`src/rtl/coproc_pkg.sv`:
```
// Shared constants, state encoding and element addressing for the result collector.
package coproc_pkg;

    localparam int BASE_ADDR = 14;
    localparam int NUM_WORDS = 13;
    localparam int DIM       = 5;
    localparam int ELEM_W    = 8;

    typedef enum logic [1:0] {
        IDLE    = 2'd0,
        CAPTURE = 2'd1,
        STREAM  = 2'd2
    } state_t;

    // Location of one element inside the packed half-word buffer.
    typedef struct packed {
        logic [3:0] word;
        logic       hi;
    } elem_loc_t;

    // Map (row, col) onto the buffer: the row pitch is always DIM,
    // even elements sit in the high byte, odd ones in the low byte.
    function automatic elem_loc_t elem_loc(input logic [2:0] row, input logic [2:0] col);
        logic [4:0] idx;
        elem_loc_t  loc;
        idx      = 5'(row) * 5'(DIM) + 5'(col);
        loc.word = idx[4:1];
        loc.hi   = ~idx[0];
        return loc;
    endfunction

endpackage

```
`src/rtl/result_collector_if.sv`:
```
// Write-back snoop bus plus the element stream towards the host consumer.
interface result_collector_if import coproc_pkg::*; ();

    logic              wb_valid;
    logic [7:0]        wb_addr;
    logic [15:0]       wb_data;

    logic              out_valid;
    logic              out_ready;
    logic [ELEM_W-1:0] out_data;
    logic [2:0]        out_row;
    logic [2:0]        out_col;
    logic              out_last;
    logic              out_ovf;

    // Driving side: coprocessor write-back plus the consumer's ready.
    modport master (
        output wb_valid, wb_addr, wb_data, out_ready,
        input  out_valid, out_data, out_row, out_col, out_last, out_ovf
    );

    // Collector side.
    modport slave (
        input  wb_valid, wb_addr, wb_data, out_ready,
        output out_valid, out_data, out_row, out_col, out_last, out_ovf
    );

endinterface

```
`src/rtl/result_buf_13x16.sv`:
```
// 13 x 16-bit capture buffer with a per-word written mask and combinational read.
module result_buf_13x16 import coproc_pkg::*; (
    input  logic                 clk,
    input  logic                 reset,
    input  logic                 clr,
    input  logic                 we,
    input  logic [3:0]           waddr,
    input  logic [15:0]          wdata,
    input  logic [3:0]           raddr,
    output logic [15:0]          rdata,
    output logic [NUM_WORDS-1:0] mask
);

    logic [NUM_WORDS-1:0][15:0] words;

    generate
        for (genvar gi = 0; gi < NUM_WORDS; gi++) begin : g_word
            logic [15:0] word_q, word_d;
            logic        bit_q, bit_d;

            // A write to this word beats the frame-start clear so the first hit survives.
            always_comb begin
                word_d = word_q;
                bit_d  = bit_q;
                if (clr) begin
                    word_d = '0;
                    bit_d  = 1'b0;
                end
                if (we && waddr == 4'(gi)) begin
                    word_d = wdata;
                    bit_d  = 1'b1;
                end
            end

            // Word storage and its written flag.
            always_ff @(posedge clk or negedge reset) begin
                if (!reset) begin
                    word_q <= '0;
                    bit_q  <= 1'b0;
                end else begin
                    word_q <= word_d;
                    bit_q  <= bit_d;
                end
            end

            assign words[gi] = word_q;
            assign mask[gi]  = bit_q;
        end
    endgenerate

    assign rdata = (raddr < 4'(NUM_WORDS)) ? words[raddr] : 16'h0000;

endmodule

```
`src/rtl/result_collector.sv`:
```
// Captures the coprocessor result buffer off the write-back bus and streams
// the NxN elements row-major over a valid/ready handshake.
module result_collector import coproc_pkg::*; (
    input  logic               clk,
    input  logic               reset,
    result_collector_if.slave  bus,
    input  logic [2:0]         matrix_size,
    input  logic               ovf_in,
    input  logic               clear_flags,
    output logic               busy,
    output logic               frame_err,
    output logic               size_err,
    output logic               overrun
);

    state_t            state_q, state_d;
    logic [2:0]        size_q, size_d;
    logic              ovf_q, ovf_d;
    logic [2:0]        row_q, row_d, col_q, col_d;
    logic              out_valid_q, out_valid_d;
    logic [ELEM_W-1:0] out_data_q, out_data_d;
    logic [2:0]        out_row_q, out_row_d, out_col_q, out_col_d;
    logic              out_last_q, out_last_d;
    logic              out_ovf_q, out_ovf_d;
    logic              frame_err_q, frame_err_d;
    logic              size_err_q, size_err_d;
    logic              overrun_q, overrun_d;

    logic                 hit;
    logic [3:0]           waddr;
    logic [15:0]          rdata;
    logic [NUM_WORDS-1:0] mask;
    logic [2:0]           n_eff, n_last;
    logic [2:0]           rd_row, rd_col;
    logic                 load;
    logic                 set_frame, set_size, set_ovr;
    elem_loc_t            loc;

    assign hit   = bus.wb_valid && (bus.wb_addr >= 8'(BASE_ADDR))
                                && (bus.wb_addr <= 8'(BASE_ADDR + NUM_WORDS - 1));
    assign waddr = 4'(bus.wb_addr - 8'(BASE_ADDR));

    // Oversized N is streamed as the full physical DIM.
    assign n_eff  = (size_q > 3'(DIM)) ? 3'(DIM) : size_q;
    assign n_last = n_eff - 3'd1;
    assign loc    = elem_loc(rd_row, rd_col);

    result_buf_13x16 u_buf (
        .clk   (clk),
        .reset (reset),
        .clr   (hit && state_q == IDLE),
        .we    (hit && (state_q == IDLE || state_q == CAPTURE)),
        .waddr (waddr),
        .wdata (bus.wb_data),
        .raddr (loc.word),
        .rdata (rdata),
        .mask  (mask)
    );

    // Frame FSM, stream counters and the registered output element.
    always_comb begin
        state_d     = state_q;
        size_d      = size_q;
        ovf_d       = ovf_q;
        row_d       = row_q;
        col_d       = col_q;
        out_valid_d = out_valid_q;
        out_data_d  = out_data_q;
        out_row_d   = out_row_q;
        out_col_d   = out_col_q;
        out_last_d  = out_last_q;
        out_ovf_d   = out_ovf_q;
        rd_row      = row_q;
        rd_col      = col_q;
        load        = 1'b0;
        set_frame   = 1'b0;
        set_size    = 1'b0;
        set_ovr     = 1'b0;

        case (state_q)
            IDLE: begin
                if (hit) begin
                    state_d = CAPTURE;
                    size_d  = matrix_size;
                    ovf_d   = ovf_in;
                end
            end
            CAPTURE: begin
                if (!bus.wb_valid) begin
                    set_frame = ~&mask;
                    if (size_q == 3'd0) begin
                        set_size = 1'b1;
                        state_d  = IDLE;
                    end else begin
                        set_size = (size_q > 3'(DIM));
                        state_d  = STREAM;
                        rd_row   = 3'd0;
                        rd_col   = 3'd0;
                        load     = 1'b1;
                    end
                end
            end
            STREAM: begin
                set_ovr = hit;
                if (out_valid_q && bus.out_ready) begin
                    if (out_last_q) begin
                        state_d     = IDLE;
                        out_valid_d = 1'b0;
                    end else begin
                        load = 1'b1;
                        if (col_q == n_last) begin
                            rd_col = 3'd0;
                            rd_row = row_q + 3'd1;
                        end else begin
                            rd_col = col_q + 3'd1;
                        end
                    end
                end
            end
            default: state_d = IDLE;
        endcase

        if (load) begin
            row_d       = rd_row;
            col_d       = rd_col;
            out_valid_d = 1'b1;
            out_data_d  = loc.hi ? rdata[15:8] : rdata[7:0];
            out_row_d   = rd_row;
            out_col_d   = rd_col;
            out_last_d  = (rd_row == n_last) && (rd_col == n_last);
            out_ovf_d   = ovf_q;
        end

        frame_err_d = (frame_err_q & ~clear_flags) | set_frame;
        size_err_d  = (size_err_q  & ~clear_flags) | set_size;
        overrun_d   = (overrun_q   & ~clear_flags) | set_ovr;
    end

    // State register; reset drops any partial frame immediately.
    always_ff @(posedge clk or negedge reset) begin
        if (!reset) begin
            state_q     <= IDLE;
            size_q      <= '0;
            ovf_q       <= 1'b0;
            row_q       <= '0;
            col_q       <= '0;
            out_valid_q <= 1'b0;
            out_data_q  <= '0;
            out_row_q   <= '0;
            out_col_q   <= '0;
            out_last_q  <= 1'b0;
            out_ovf_q   <= 1'b0;
            frame_err_q <= 1'b0;
            size_err_q  <= 1'b0;
            overrun_q   <= 1'b0;
        end else begin
            state_q     <= state_d;
            size_q      <= size_d;
            ovf_q       <= ovf_d;
            row_q       <= row_d;
            col_q       <= col_d;
            out_valid_q <= out_valid_d;
            out_data_q  <= out_data_d;
            out_row_q   <= out_row_d;
            out_col_q   <= out_col_d;
            out_last_q  <= out_last_d;
            out_ovf_q   <= out_ovf_d;
            frame_err_q <= frame_err_d;
            size_err_q  <= size_err_d;
            overrun_q   <= overrun_d;
        end
    end

    assign bus.out_valid = out_valid_q;
    assign bus.out_data  = out_data_q;
    assign bus.out_row   = out_row_q;
    assign bus.out_col   = out_col_q;
    assign bus.out_last  = out_last_q;
    assign bus.out_ovf   = out_ovf_q;
    assign busy          = (state_q != IDLE);
    assign frame_err     = frame_err_q;
    assign size_err      = size_err_q;
    assign overrun       = overrun_q;

endmodule

```
`src/flat_wrapper.sv`:
```
// flat-port wrapper written by rule: the top's interface ports become plain ports
module result_collector_flat import coproc_pkg::*;
  (clk, reset, matrix_size, ovf_in, clear_flags, busy, frame_err, size_err, overrun, bus_wb_valid, bus_wb_addr, bus_wb_data, bus_out_ready, bus_out_valid, bus_out_data, bus_out_row, bus_out_col, bus_out_last, bus_out_ovf);
  result_collector_if bus_i ();
  input  logic clk;
  input  logic reset;
  input  logic [2:0] matrix_size;
  input  logic ovf_in;
  input  logic clear_flags;
  output logic busy;
  output logic frame_err;
  output logic size_err;
  output logic overrun;
  input wire logic [$bits(bus_i.wb_valid)-1:0] bus_wb_valid;
  input wire logic [$bits(bus_i.wb_addr)-1:0] bus_wb_addr;
  input wire logic [$bits(bus_i.wb_data)-1:0] bus_wb_data;
  input wire logic [$bits(bus_i.out_ready)-1:0] bus_out_ready;
  output wire logic [$bits(bus_i.out_valid)-1:0] bus_out_valid;
  output wire logic [$bits(bus_i.out_data)-1:0] bus_out_data;
  output wire logic [$bits(bus_i.out_row)-1:0] bus_out_row;
  output wire logic [$bits(bus_i.out_col)-1:0] bus_out_col;
  output wire logic [$bits(bus_i.out_last)-1:0] bus_out_last;
  output wire logic [$bits(bus_i.out_ovf)-1:0] bus_out_ovf;
  assign bus_i.wb_valid = bus_wb_valid;
  assign bus_i.wb_addr = bus_wb_addr;
  assign bus_i.wb_data = bus_wb_data;
  assign bus_i.out_ready = bus_out_ready;
  assign bus_out_valid = bus_i.out_valid;
  assign bus_out_data = bus_i.out_data;
  assign bus_out_row = bus_i.out_row;
  assign bus_out_col = bus_i.out_col;
  assign bus_out_last = bus_i.out_last;
  assign bus_out_ovf = bus_i.out_ovf;
  result_collector u_core (.clk(clk), .reset(reset), .bus(bus_i), .matrix_size(matrix_size), .ovf_in(ovf_in), .clear_flags(clear_flags), .busy(busy), .frame_err(frame_err), .size_err(size_err), .overrun(overrun));
endmodule
```
`config.mk`:
```
export PLATFORM = sky130hd
export DESIGN_NAME = result_collector_flat
export DESIGN_NICKNAME = d
export VERILOG_FILES = /design/src/rtl/coproc_pkg.sv /design/src/rtl/result_collector_if.sv /design/src/rtl/result_buf_13x16.sv /design/src/rtl/result_collector.sv /design/src/flat_wrapper.sv
export SDC_FILE = /design/constraint.sdc
export NUM_CORES = 1
export LEC_CHECK = 0
export ABC_CLOCK_PERIOD_IN_PS = 15200
export CAP_MARGIN = 25
export CORE_ASPECT_RATIO = 0.5
export CORE_UTILIZATION = 60
export CTS_BUF_LIST = sky130_fd_sc_hd__clkbuf_4
export CTS_CLUSTER_DIAMETER = 100
export DETAILED_ROUTE_END_ITERATION = 6
export GPL_TIMING_DRIVEN = 0
export PLACE_DENSITY = 0.8
export SLEW_MARGIN = 20
export SYNTH_ARGS = -nofsm -noshare
export SYNTH_HDL_FRONTEND = slang
export SYNTH_SLANG_ARGS = --single-unit
```
`constraint.sdc`:
```
create_clock -name clk -period 15.2 [get_ports clk]
set_clock_uncertainty 0.1 [all_clocks]
set_input_delay 3.04 -clock clk [delete_from_list [all_inputs] [get_ports clk]]
set_output_delay 3.04 -clock clk [all_outputs]
set_load 0.05 [all_outputs]
```
* Yosys cells after proc, flatten, opt, wreduce, memory -nomap -nowiden
Cells that the tools add are included.
** Operators by class
- Add/sub/neg operators :: 5
- Multiply operators :: 1
- Order comparisons :: 5
- Equal/unequal tests :: 21
- Muxes and demuxes :: 66
- Bitwise gates (word level) :: 7
- Reductions and logical operators :: 45
** Operator list (count)
- 16-bit 2-to-1 mux :: 16
- 16-bit binary-select mux with 4-bit select :: 1
- 2-bit nonzero test :: 17
- 3-bit 2-to-1 mux :: 11
- 1-bit 2-to-1 mux :: 28
- 4-bit equality test, second input constant :: 5
- 1-bit logical AND :: 19
- 4-bit by 3-bit equality test with 1-bit output, second input constant :: 4
- 13-bit AND reduction :: 1
- 3-bit case mux with 2 select lines :: 2
- 2-bit 2-to-1 mux :: 5
- 3-bit equality test :: 3
- 4-bit by 2-bit equality test with 1-bit output, second input constant :: 2
- 8-bit by 4-bit greater-or-equal comparator with 1-bit output, second input constant :: 1
- 8-bit by 5-bit <= comparator with 1-bit output, second input constant :: 1
- 8-bit 2-to-1 mux :: 1
- 3-bit by 1-bit adder with 3-bit output, second input constant :: 2
- 2-bit by 1-bit inequality test with 1-bit output, second input constant :: 3
- 2-bit case mux with 3 select lines :: 1
- 5-bit by 3-bit adder with 5-bit output :: 1
- 4-bit by 5-bit less-than comparator with 1-bit output, second input constant :: 1
- 3-bit by 3-bit multiplier with 5-bit output, second input constant :: 1
- 4-bit by 1-bit equality test with 1-bit output, second input constant :: 1
- 4-bit zero test :: 1
- other kinds (18) :: 22
** Word-level totals
- Register bits after elaboration :: 247
- Bits of input ports :: 33
- Output and inout port bits :: 21
- Logic and storage cells :: 188

* Depth between registers and ports, before layout
- Word-level depth :: 14
- Mapped depth :: 20
- Mapped depth without buffers :: 18

* Modules after synthesis
A second synthesis with hierarchy kept.
** Unflattened totals
- Cell total of the unflattened synthesis :: 1303
- Area, all modules :: 12218.0 um^2
** By module, submodules not included
- result_buf_13x16 :: instances 1, cells an instance 1120, area each 10396.2 um^2, seq. area each 5530.3 um^2
- result_collector :: instances 1, cells an instance 183, area each 1821.7 um^2, seq. area each 650.6 um^2

* Worst setup path before layout
Ideal clock, no wire load.
- Path type :: input to register
- Start :: in bus_out_ready
- End :: reg u_core.out_data_q[2] (netlist: u_core.bus.out_data[2])
- Library setup time :: 0.123 ns
- Arrival :: 6.467 ns
- Required time :: 14.977 ns
- Setup slack :: 8.510 ns
- Stages on the path :: 14
- Buffers on the path :: 2
- Cell sequence :: nand3b_1 > a21oi_1 > nand2_1 > a31o_2 > o2bb2ai_1 > ha_1 > ha_1 > fa_1 > clkbuf_1 > clkbuf_1 > mux4_2 > mux4_2 > a21oi_1 > o21ai_1
** On the way
- Word-level cells in the longest chain between the ends :: 9
- Elaborated cells on any way between the ends :: 14
- Those cells by class :: add/sub (1); mul (1); order compare (1); mux (10); reduce/logical (1)
** Ends and longest elaborated chain
- start: declaration :: line flat_wrapper.sv:17 : input wire logic [$bits(bus_i.out_ready)-1:0] bus_out_ready;
- 1-bit logical AND (*) :: line result_collector.sv:105 : if (out_valid_q && bus.out_ready) begin
- 3-bit 2-to-1 mux (*) :: line result_collector.sv:105
- 3-bit case mux with 2 select lines (*) :: line result_collector.sv:80 : case (state_q)
- named net u_core.rd_row[1] :: line result_collector.sv:34 : logic [2:0] rd_row, rd_col;
- 3-bit by 3-bit multiplier with 5-bit output (*) :: line coproc_pkg.sv:26 : idx = 5'(row) * 5'(DIM) + 5'(col);
- 5-bit by 3-bit adder with 5-bit output (*) :: line coproc_pkg.sv:26
- 16-bit binary-select mux with 4-bit select :: line result_buf_13x16.sv:51 : assign rdata = (raddr < 4'(NUM_WORDS)) ? words[raddr] : 16'h0000;
- 16-bit 2-to-1 mux (implied by the code) :: line result_buf_13x16.sv:51
- 16-bit 2-to-1 mux (*) :: line result_buf_13x16.sv:51
- 8-bit 2-to-1 mux (*) :: line result_collector.sv:127 : out_data_d = loc.hi ? rdata[15:8] : rdata[7:0];
- end signal: assignment :: line result_collector.sv:163 : out_data_q <= out_data_d;
- end: declaration :: line result_collector.sv:21 : logic [ELEM_W-1:0] out_data_q, out_data_d;
The timed path passes the listed nets; every way through them passes the cells marked *. The select of a mux whose other input is x is not followed.
A chain may end at the register's enable or synchronous reset.

* Final worst setup path
- Start :: in bus_wb_valid
- End :: reg u_core.out_data_q[1] (netlist: u_core.bus.out_data[1])
** On the way
- Word-level cells in the longest chain between the ends :: 8
- Elaborated cells on any way between the ends :: 13
- Those cells by class :: add/sub (1); mul (1); order compare (1); mux (10)
** Ends and longest elaborated chain
- start: declaration :: line flat_wrapper.sv:14 : input wire logic [$bits(bus_i.wb_valid)-1:0] bus_wb_valid;
- 3-bit 2-to-1 mux (*) :: line result_collector.sv:89 : if (!bus.wb_valid) begin
- 3-bit case mux with 2 select lines (*) :: line result_collector.sv:80
- named net u_core.rd_row[1] :: line result_collector.sv:34
- 3-bit by 3-bit multiplier with 5-bit output (*) :: line coproc_pkg.sv:26
- 5-bit by 3-bit adder with 5-bit output (*) :: line coproc_pkg.sv:26
- 16-bit binary-select mux with 4-bit select :: line result_buf_13x16.sv:51
- 16-bit 2-to-1 mux (implied by the code) :: line result_buf_13x16.sv:51
- 16-bit 2-to-1 mux (*) :: line result_buf_13x16.sv:51
- 8-bit 2-to-1 mux (*) :: line result_collector.sv:127
Marked as above.

==> reports/qor.csv <==
metric,value,unit
status,"finished, violations left",
violations,DRC,
syn_nets,1356,
io_pins,54,
dr.pass1.iters,7,
num_vias,10814,
tightest_slew,1.04,ns
whs_path_depth,2,
use_met2,57.1,%
power_leakage,0.00616,µW
critical_path.max_fanout,10,
path_cells,"clkdlybuf4s50_1, o21ai_0, nand2_1, a31o_2, o2bb2ai_1, ha_1, ha_1, fa_1, clkbuf_1, clkbuf_1, nand2_1, nor2_1, a211oi_1, a2111oi_0, a221o_1",
via_per_inst,6.28,
cts-resized-gates,0,
synth-seq-area-share,51.0,%
hpwl,26400,µm
start_util,61.7,%
irDropWorstVdd,0.0000561,V
cts_made_buffers,53,
slew_headroom,30.0,%
io_buffers,52,
avgSynthCellArea,9.27,µm²
rsz0062_at_grt,no,
yosys_register_bits,247,
first_global_vias,10187,
min_to,u_core.bus.out_ovf,
place_congestion,0.960,
grt_usage,37.9,%
die_w,203,µm
clock_path_buffers,3,
clockRootBuffer,clkbuf_4,
grt_first_pass_wirelength,58000,µm
hp-class,reg2reg,
antenna_left,0,
seqPwrFrac,47.8,%
synth_edf_count,0,
nets,1465,
overflow,0,
timing.rr.start,u_core.size_q[2],
clk_pin_slew,0.09,ns
use_met3,11.4,%
p_int,1050,µW
drc,7,
htreeDepth,2,
dieArea,0.0208,mm²
crit_buf_inv,3,
die_h,102,µm
hold_viol_final,0,
clkLatencyLatePin,0.71,ns
slew_violations,0,
cp-end-kind,register,
ctsHoldBuffers,0,
postCtsSetupRepairBufs,0,
async_flop_share,100,%
drt-initial-drc-count,1357,
num_rows,36,
yosysUniqueCellTypes,54,
synth_top_flop_cell,dfrtp_1,
grt_max_degree,104,
fin_cells,1723,
antenna_found_initial,1,
dp.cells,1627,
pwr-share-clk,33.0,%
period_share,53.6,%
crit_start,bus_wb_valid,
period_minus_slack,8.14,ns
cp-start-kind,input port,
r2r_end,u_core.bus.out_data[1],
totalNegativeSetupSlack,0,ns
worstSetupPathType,in2reg,
worstPathRequired,15.76,ns
final_util,69.7,%
swShare,32.3,%
hold_ws,0.383,ns
grt.met1_usage,53.0,%
yosysWarnings,0,
cp.arrival,8.70,ns
setup_viol,0,
core_area,0.0196,mm²
synthCells,1307,
cts_tree,done,
rrSetupSlack,8.61,ns
max_freq,123,MHz
ff2ff_path_depth,18,
cpMaxStageDelayCell,clkbuf_1,
layout-drive-gt1-share,10.6,%
drt-wirelength-per-cell,22.1,µm
p_per_area,113,mW/mm²
cpPeakStageDelay,0.76,ns
power_frac_comb,19.2,%
critPathTopFamily,buffers and inverters,
wirelength,38100,µm
switchingPower,499,µW
busiest_layer,met2,
syn_area,0.0121,mm²
cts_sinks,247,
hold_path.startpoint,u_core.ovf_q,
maxCapViolations,0,
n_fill_cell,1531,
syn_to_final_growth,13.0,%
cells in the final DEF, fill, tap and decap left out, types with 8 or more instances in the layout:
cell             instances
o21ai_0                168
nor2_1                  26
o21ai_1                  8
clkbuf_4                79
buf_1                    8
and2_1                   8
clkbuf_1                85
nand3_1                 82
clkdlybuf4s50_1         51
clkinv_1                12
mux2i_1                 19
mux4_2                  48
inv_1                   14
dfrtp_1                247
a21o_1                  11
ha_1                    15
a21oi_1                 20
nand2_1                456
nor3_1                   9
power groups by stage:
stage               clock network (µW)  logic [µW]  registers (µW)
global route                       545         319             742
finish                             511         296             739
global placement                     0         281             747
floorplan                            0         148             782
detailed placement                   0         290             750
CTS                                509         292             737
flip-flops by register name, indices dropped and copies added (netlist names):
| name | cells |
|---|---|
| u_core.u_buf.g_word.bit_q | 13 |
| u_core.ovf_q | 1 |
| u_core.bus.out_ovf | 1 |
| u_core.col_q | 3 |
| u_core.row_q | 3 |
| u_core.bus.out_data | 8 |
| u_core.state_q | 2 |
| u_core.bus.out_valid | 1 |
| u_core.overrun | 1 |
| u_core.size_q | 3 |
| u_core.u_buf.g_word.word_q | 208 |
| u_core.frame_err | 1 |
| u_core.bus.out_last | 1 |
| u_core.size_err | 1 |
synthesized netlist by cell type (all sizes together), types with 4 or more instances:
cell type  number  share of area [%]
a211oi          6               0.37
a21o           11               0.68
a21oi          20               0.83
and2            8               0.41
buf            17               0.74
clkbuf         85                2.6
dfrtp         247                 51
ha             15                1.5
inv            14               0.43
mux2            7               0.65
mux2i          19                1.6
mux4           48                8.9
nand2         456                 14
nand2b          6               0.31
nand3          82                3.4
nand3b          5               0.31
nor2           26               0.81
nor3            9               0.37
o21ai         176                7.3
o22ai           4               0.21
or4             5               0.31
xnor2           4               0.29
xor2            4               0.35
routing by layer:
| metal | vias to the layer above | wire (µm) |
|---|---|---|
| li1 | 4693 | - |
| met1 | 5292 | 15400 |
| met2 | 733 | 16800 |
| met3 | 94 | 4850 |
| met4 | 2 | 1120 |
| met5 | - | 35 |
stage by stage:
stage | setup WS [ns] | area [µm²] | power (µW)
finish | 7.06 | 13700 | 1550
global route | 7.12 | 13700 | 1610
CTS | 7.39 | 13700 | 1540
detailed placement | 6.70 | 13000 | 1040
global placement | 0.817 | 13000 | 1030
floorplan | 8.51 | 12100 | 930
area by class of cell:
class                      instances  area, µm²  area share (%)
antenna                            1       2.50          0.0183
buffer                           102        409            2.99
clock buffer                      79        593            4.33
clock inverter                    16       65.1           0.475
inverter                          14       52.6           0.384
multi-input combinational        944       5470            40.0
sequential                       247       6180            45.2
tap                              266        333            2.43
timing repair buffer              54        581            4.24
worst max path at each step:
| stage | endpoint | depth (start not counted) |
|---|---|---|
| 6_report | u_core.bus.out_data[1] | 15 |
| 5_1_grt | u_core.bus.out_data[1] | 16 |
| 4_1_cts | u_core.bus.out_data[1] | 16 |
| 3_5_place_dp | u_core.bus.out_data[1] | 16 |
| 3_3_place_gp | u_core.u_buf.g_word[0].word_q[3] | 1 |
| 2_1_floorplan | u_core.bus.out_data[2] | 14 |
logic make-up after synthesis:
group	count (synthesis)	share of synthesized area, %
fa+ha+maj	16	1.71
mux	74	11.1
xor+xnor	9	0.826
buf+inv	116	3.81
simple gates	612	20.9
compound gates	233	10.6
flops	247	51.0
worst register-to-register path: cells and delay by family (launching register included):
kind,cells,cell delay (ns)
and+or+nand+nor,4,0.95
xor gates and xnor gates,1,0.15
buffers and inverters,3,1.59
DFF,1,0.47
adders and majority gates,4,1.48
AOI/OAI and AO/OA,6,1.80
No activity file was read; power rests on OpenSTA's default activity.
